$ cat config.mk
export PLATFORM = sky130hd
export DESIGN_NAME = light_phase_monitor
export DESIGN_NICKNAME = d
export VERILOG_FILES = /design/src/rtl/light_phase_monitor.sv
export SDC_FILE = /design/constraint.sdc
export NUM_CORES = 1
export LEC_CHECK = 0
export ABC_CLOCK_PERIOD_IN_PS = 7900
export BUFFER_PORTS_ARGS = -buffer_cell sky130_fd_sc_hd__clkbuf_2
export CELL_PAD_IN_SITES_DETAIL_PLACEMENT = 0
export CELL_PAD_IN_SITES_GLOBAL_PLACEMENT = 2
export CORE_ASPECT_RATIO = 0.9
export CORE_MARGIN = 2
export CORE_UTILIZATION = 35
export CTS_CLUSTER_DIAMETER = 60
export DETAILED_ROUTE_END_ITERATION = 16
export GPL_TIMING_DRIVEN = 0
export PLACE_DENSITY = 0.79
export SLEW_MARGIN = 30
export SYNTH_ARGS = -nofsm -noshare
export SYNTH_HDL_FRONTEND = slang
export SYNTH_SLANG_ARGS = --single-unit
$ cat constraint.sdc
create_clock -name clk -period 7.9 [get_ports clk]
set_input_delay 0 -clock clk [delete_from_list [all_inputs] [get_ports clk]]
set_output_delay 0 -clock clk [all_outputs]
set_load 0.1 [all_outputs]
$ cat src/rtl/light_phase_monitor.sv
// light_phase_monitor
// Watches the lamp drives of a traffic controller, decodes them into a phase
// code and keeps per-phase timing, sequence checking and walk statistics.
module light_phase_monitor (
    input  logic       clk,
    input  logic       reset,
    input  logic       tick_1hz,
    input  logic       Rm,
    input  logic       Ym,
    input  logic       Gm,
    input  logic       Rs,
    input  logic       Ys,
    input  logic       Gs,
    input  logic       W,
    input  logic       err_clear,
    output logic [2:0] phase,
    output logic [3:0] cur_seconds,
    output logic [2:0] last_phase,
    output logic [3:0] last_seconds,
    output logic       phase_done,
    output logic       illegal_combo,
    output logic       illegal_trans,
    output logic [7:0] walk_count
);

    localparam logic [2:0] PH_AR  = 3'd0;
    localparam logic [2:0] PH_MG  = 3'd1;
    localparam logic [2:0] PH_MY  = 3'd2;
    localparam logic [2:0] PH_SG  = 3'd3;
    localparam logic [2:0] PH_SY  = 3'd4;
    localparam logic [2:0] PH_WK  = 3'd5;
    localparam logic [2:0] PH_INV = 3'd7;

    // Lamp patterns in {Rm,Ym,Gm,Rs,Ys,Gs,W} order
    localparam logic [6:0] LAMP_AR = 7'b1001000;
    localparam logic [6:0] LAMP_MG = 7'b0011000;
    localparam logic [6:0] LAMP_MY = 7'b0101000;
    localparam logic [6:0] LAMP_SG = 7'b1000010;
    localparam logic [6:0] LAMP_SY = 7'b1000100;
    localparam logic [6:0] LAMP_WK = 7'b1001001;

    logic [6:0] lamp_q;
    logic       lamp_valid;
    logic       first_update;
    logic [2:0] decoded;
    logic       trans_legal;
    logic       update;
    logic       set_trans;
    logic       set_combo;

    // Stage-1 lamp register; lamp_valid marks that lamp_q holds a real sample
    // rather than its reset value, so the all-dark reset contents never get
    // decoded as an invalid phase.
    always_ff @(posedge clk or posedge reset) begin
        if (reset) begin
            lamp_q     <= 7'd0;
            lamp_valid <= 1'b0;
        end else begin
            lamp_q     <= {Rm, Ym, Gm, Rs, Ys, Gs, W};
            lamp_valid <= 1'b1;
        end
    end

    // Decode the registered lamp pattern into a phase code
    always_comb begin
        decoded = PH_INV;
        case (lamp_q)
            LAMP_AR: decoded = PH_AR;
            LAMP_MG: decoded = PH_MG;
            LAMP_MY: decoded = PH_MY;
            LAMP_SG: decoded = PH_SG;
            LAMP_SY: decoded = PH_SY;
            LAMP_WK: decoded = PH_WK;
            default: decoded = PH_INV;
        endcase
    end

    // Is the move from the current phase to the decoded one an allowed step
    always_comb begin
        trans_legal = 1'b0;
        case (phase)
            PH_MG:   trans_legal = (decoded == PH_MY);
            PH_MY:   trans_legal = (decoded == PH_SG) || (decoded == PH_WK);
            PH_WK:   trans_legal = (decoded == PH_SG);
            PH_SG:   trans_legal = (decoded == PH_SY);
            PH_SY:   trans_legal = (decoded == PH_MG);
            PH_AR:   trans_legal = (decoded == PH_MG);
            default: trans_legal = 1'b0;
        endcase
    end

    assign update    = lamp_valid && (decoded != phase);
    assign set_trans = update && !first_update && (phase != PH_INV) && !trans_legal;
    assign set_combo = update && (decoded == PH_INV);

    // Phase register and per-phase timing; a tick on the update edge belongs
    // to the new phase
    always_ff @(posedge clk or posedge reset) begin
        if (reset) begin
            phase        <= PH_AR;
            last_phase   <= PH_AR;
            cur_seconds  <= 4'd0;
            last_seconds <= 4'd0;
            phase_done   <= 1'b0;
            first_update <= 1'b1;
        end else if (update) begin
            phase        <= decoded;
            last_phase   <= phase;
            last_seconds <= cur_seconds;
            cur_seconds  <= tick_1hz ? 4'd1 : 4'd0;
            phase_done   <= 1'b1;
            first_update <= 1'b0;
        end else begin
            phase_done <= 1'b0;
            if (tick_1hz && (cur_seconds != 4'd15)) begin
                cur_seconds <= cur_seconds + 4'd1;
            end
        end
    end

    // Sticky error flags; a new set condition beats a simultaneous clear
    always_ff @(posedge clk or posedge reset) begin
        if (reset) begin
            illegal_combo <= 1'b0;
            illegal_trans <= 1'b0;
        end else begin
            if (set_combo) begin
                illegal_combo <= 1'b1;
            end else if (err_clear) begin
                illegal_combo <= 1'b0;
            end
            if (set_trans) begin
                illegal_trans <= 1'b1;
            end else if (err_clear) begin
                illegal_trans <= 1'b0;
            end
        end
    end

    // Count entries into the walk phase, saturating
    always_ff @(posedge clk or posedge reset) begin
        if (reset) begin
            walk_count <= 8'd0;
        end else if (update && (decoded == PH_WK) && (walk_count != 8'd255)) begin
            walk_count <= walk_count + 8'd1;
        end
    end

endmodule

==> metrics.md <==
| Metric | Value |
|---|---|
| Status | `finished, final reports clean` |
| Max-slew headroom | `53.5%` |
| RSZ-0062 raised after global routing | `false` |
| Die width | `78.5 um` |
| Leak Pwr | `1.03 nW` |
| Max VDD drop | `0.123 mV` |
| Async S/R FF share, synth | `100%` |
| Crit path largest cell delay | `500 ps` |
| Avg Inst Size Synth | `11.7 um2` |
| Synth Flop Type | `dfrtp_1` |
| Max-cap viol count | `0` |
| DRC | `0` |
| Clk pin slew, worst setup/hold paths | `70 ps` |
| Starting Density | `36.2%` |
| Reg-to-reg startpoint | `lamp_q[4]$_DFF_PP0_` |
| Grt total ovfl | `0` |
| Fin nets | `214` |
| Buf+Inv Stages, Crit Path | `2` |
| CTS root buf | `clkbuf_8` |
| Critical path origin | `lamp_q[4]$_DFF_PP0_` |
| Cell family with most CP delay | `compound AO/OA/AOI/OAI gates` |
| CTS Hold Buffers Added | `9` |
| Post-CTS sizing | `0` |
| Longest Clk Path Bufs | `2` |
| Vias in the first global route | `1,394` |
| GP Congestion | `0.773` |
| Max Clk Rate | `0.350 GHz` |
| Final setup violation count | `0` |
| Final Hold Vio Count | `0` |
| Critical-path top delay cell | `nor4b_1` |
| Layout area overhead | `25.9%` |
| Num rows | `24` |
| Post-CTS Setup Inserts | `0` |
| H-tree Lvls | `2` |
| Io pins | `36` |
| WS Path Type | `flip-flop to flip-flop` |
| WL final | `3630 um` |
| Overall routing resource usage | `14.5%` |
| Clock sinks | `34` |
| Flops & latches, synth | `34` |
| Pwr Density | `293 nW/um2` |
| WP data required | `8060 ps` |
| Final period util | `36.2%` |
| Clock share of power | `23.7%` |
| Die Y | `71.1 um` |
| Number of diodes | `0` |
| Synth Warn # | `0` |
| CP Launch Type | `flip-flop` |
| Post-synth EDFFs | `0` |
| Switching pwr | `0.000291 W` |
| Fin util | `45.6%` |
| Setup_tns | `0 ps` |
| Internal | `0.000354 W` |
| Min-delay src | `tick_1hz` |
| Largest net degree at the start of global routing | `35` |
| Post-DR vias/cell | `5.00` |
| Proportion of layout cells with a drive suffix above 1 | `32.7%` |
| First-pass GRT wire length | `6330 um` |
| WL/cell | `13.6 um` |
| Num CTS Buffers | `5` |
| Sw Share | `45.1%` |
| CTS tree | `yes` |
| Arrival time at the worst endpoint | `3020 ps` |
| Syn Nets | `163` |
| Critical path, cell by cell | `nor4b_1 -> o21ai_1 -> o21a_1 -> o41ai_1 -> o221a_4 -> nand2b_4 -> buf_12 -> inv_8 -> mux2_4` |
| Skew-Pair Late Insertion Delay | `280 ps` |
| Overall die area | `5580 um2` |
| Port-buffer cells | `35` |
| Sequential fraction of design power | `34.7%` |
| Clock skew | `5.70 ps` |
| Core area | `4830 um2` |
| Post-Syn Area | `1750 um2` |
| Gate Count Post-Synth | `150` |
| CP Max Fanout | `9` |
| Post-place setup slack | `5050 ps` |
| Final slew viol count | `0` |
| Distinct cells, synth | `46` |
| Routed via count | `1,335` |
| Drt pass-1 iters | `4` |
| Hpwl dp | `2670 um` |
| Worst hold path type | `input port to flip-flop` |
| Antenna Nets Post-Route | `0` |
| Combinational Power Share | `41.6%` |
| Fin crit period | `2860 ps` |
| Worst Max-Slew Pin Slew | `696 ps` |
| Seq/Total Area, Yosys | `48.7%` |
| Crit. End Element | `flip-flop` |
| Number of antenna violations at the first check in global routing | `0` |
| Final worst setup slack | `5040 ps` |
| DR iter-0 viols | `68` |
cell families after synthesis:
kind of cell | synth area share (%)
other | 0.214
AND/OR/NAND/NOR | 20.7
AO/OA/AOI/OAI | 11.2
multiplexers | 8.15
XOR/XNOR | 6.00
adder cells (fa/ha/maj) | 1.43
flip-flops | 48.7
buffers and inverters | 3.65
layer usage:
layer	wire [um]	part of all wire (%)	GRT usage (%)	vias up
li1	-	-	-	644
met1	1700	47	18.4	654
met2	1700	47	23.2	30
met3	169	4.7	4.08	7
met4	61	1.7	6.43	0
met5	0	0	0	-
layout make-up:
class | instances | area, um2
plain buffers | 4 | 33.8
clock buffers | 7 | 76.3
clock inverters | 1 | 30.0
fillers | 436 | 2630
inverters | 6 | 30.0
multi-input cells | 106 | 835
flip-flops and latches | 34 | 852
well taps | 65 | 81.3
repair buffers | 44 | 265
synth_stat cells, types with 3 or more instances:
| cell | n | area, um2 |
|---|---|---|
| and3_1 | 3 | 18.8 |
| nor2_1 | 10 | 37.5 |
| o21ai_0 | 5 | 25.0 |
| nand3_1 | 9 | 45.0 |
| xor2_1 | 6 | 52.6 |
| nor4b_1 | 3 | 26.3 |
| nand4b_1 | 3 | 26.3 |
| nor3b_1 | 4 | 30.0 |
| nor3_1 | 5 | 25.0 |
| xnor2_1 | 6 | 52.6 |
| dfrtp_1 | 33 | 826 |
| a21oi_1 | 5 | 25.0 |
| inv_1 | 5 | 18.8 |
| mux2_4 | 8 | 120 |
| nand2_1 | 4 | 15.0 |
state kept, by name, indices dropped and copies added (netlist names):
signal         cells
walk_count         8
last_phase         3
phase_done         1
illegal_trans      1
illegal_combo      1
phase              3
lamp_valid         1
cur_seconds        4
first_update       1
lamp_q             7
last_seconds       4
path summary, 6_finish.rpt:
check,end,cells past startpoint,slack (ps)
max,last_seconds[3]$_DFFE_PP0P_,9,5040
min,cur_seconds[1]$_DFFE_PP0P_,3,20
max reg2reg,last_seconds[3]$_DFFE_PP0P_,9,5040
min reg2reg,walk_count[6]$_DFFE_PP0P_,1,490
max in group asynchronous,phase[1]$_DFFE_PP0P_,3,7080
min in group asynchronous,last_phase[2]$_DFFE_PP0P_,3,370
layout by cell type (no fill, tap or decap), drive strengths merged, types with 3 or more instances in the layout:
master	n
clkbuf	43
dfrtp	33
nor2	10
mux2	10
nand3	9
dlygate4sd3	9
o21ai	7
xor2	6
xnor2	6
inv	6
nor3	5
a21oi	5
nand2	4
nor3b	4
nor4b	4
and3	3
nand4b	3
buf	3
nand2b	3
o41ai	3
worst register-to-register path: stages (launching register included):
cell and delay (ps):
dfrtp_1 480, nor4b_1 510, o21ai_1 230, o21a_1 200
o41ai_1 390, o221a_4 310, nand2b_4 150, buf_12 140
inv_8 50, mux2_4 290
per-stage QoR:
step | total power (W) | cell area (um2) | hold slack, ps | instances
2_1_floorplan | 0.000450 | 1750 | 31.4 | 150
3_3_place_gp | 0.000488 | 2010 | 109 | 250
3_5_place_dp | 0.000494 | 2010 | 110 | 250
4_1_cts | 0.000655 | 2200 | 4.37 | 267
5_1_grt | 0.000679 | 2200 | 1.26 | 267
6_report | 0.000645 | 2200 | 15.0 | 267
power by group through the flow:
| stage | logic [W] | clock network, W | registers (W) |
|---|---|---|---|
| global route | 0.000280 | 0.000170 | 0.000229 |
| detailed placement | 0.000267 | 0 | 0.000227 |
| CTS | 0.000271 | 0.000160 | 0.000224 |
| floorplan | 0.0000642 | 0 | 0.000386 |
| finish | 0.000268 | 0.000153 | 0.000224 |
| global placement | 0.000263 | 0 | 0.000225 |
No activity file was read; power rests on OpenSTA's default activity.
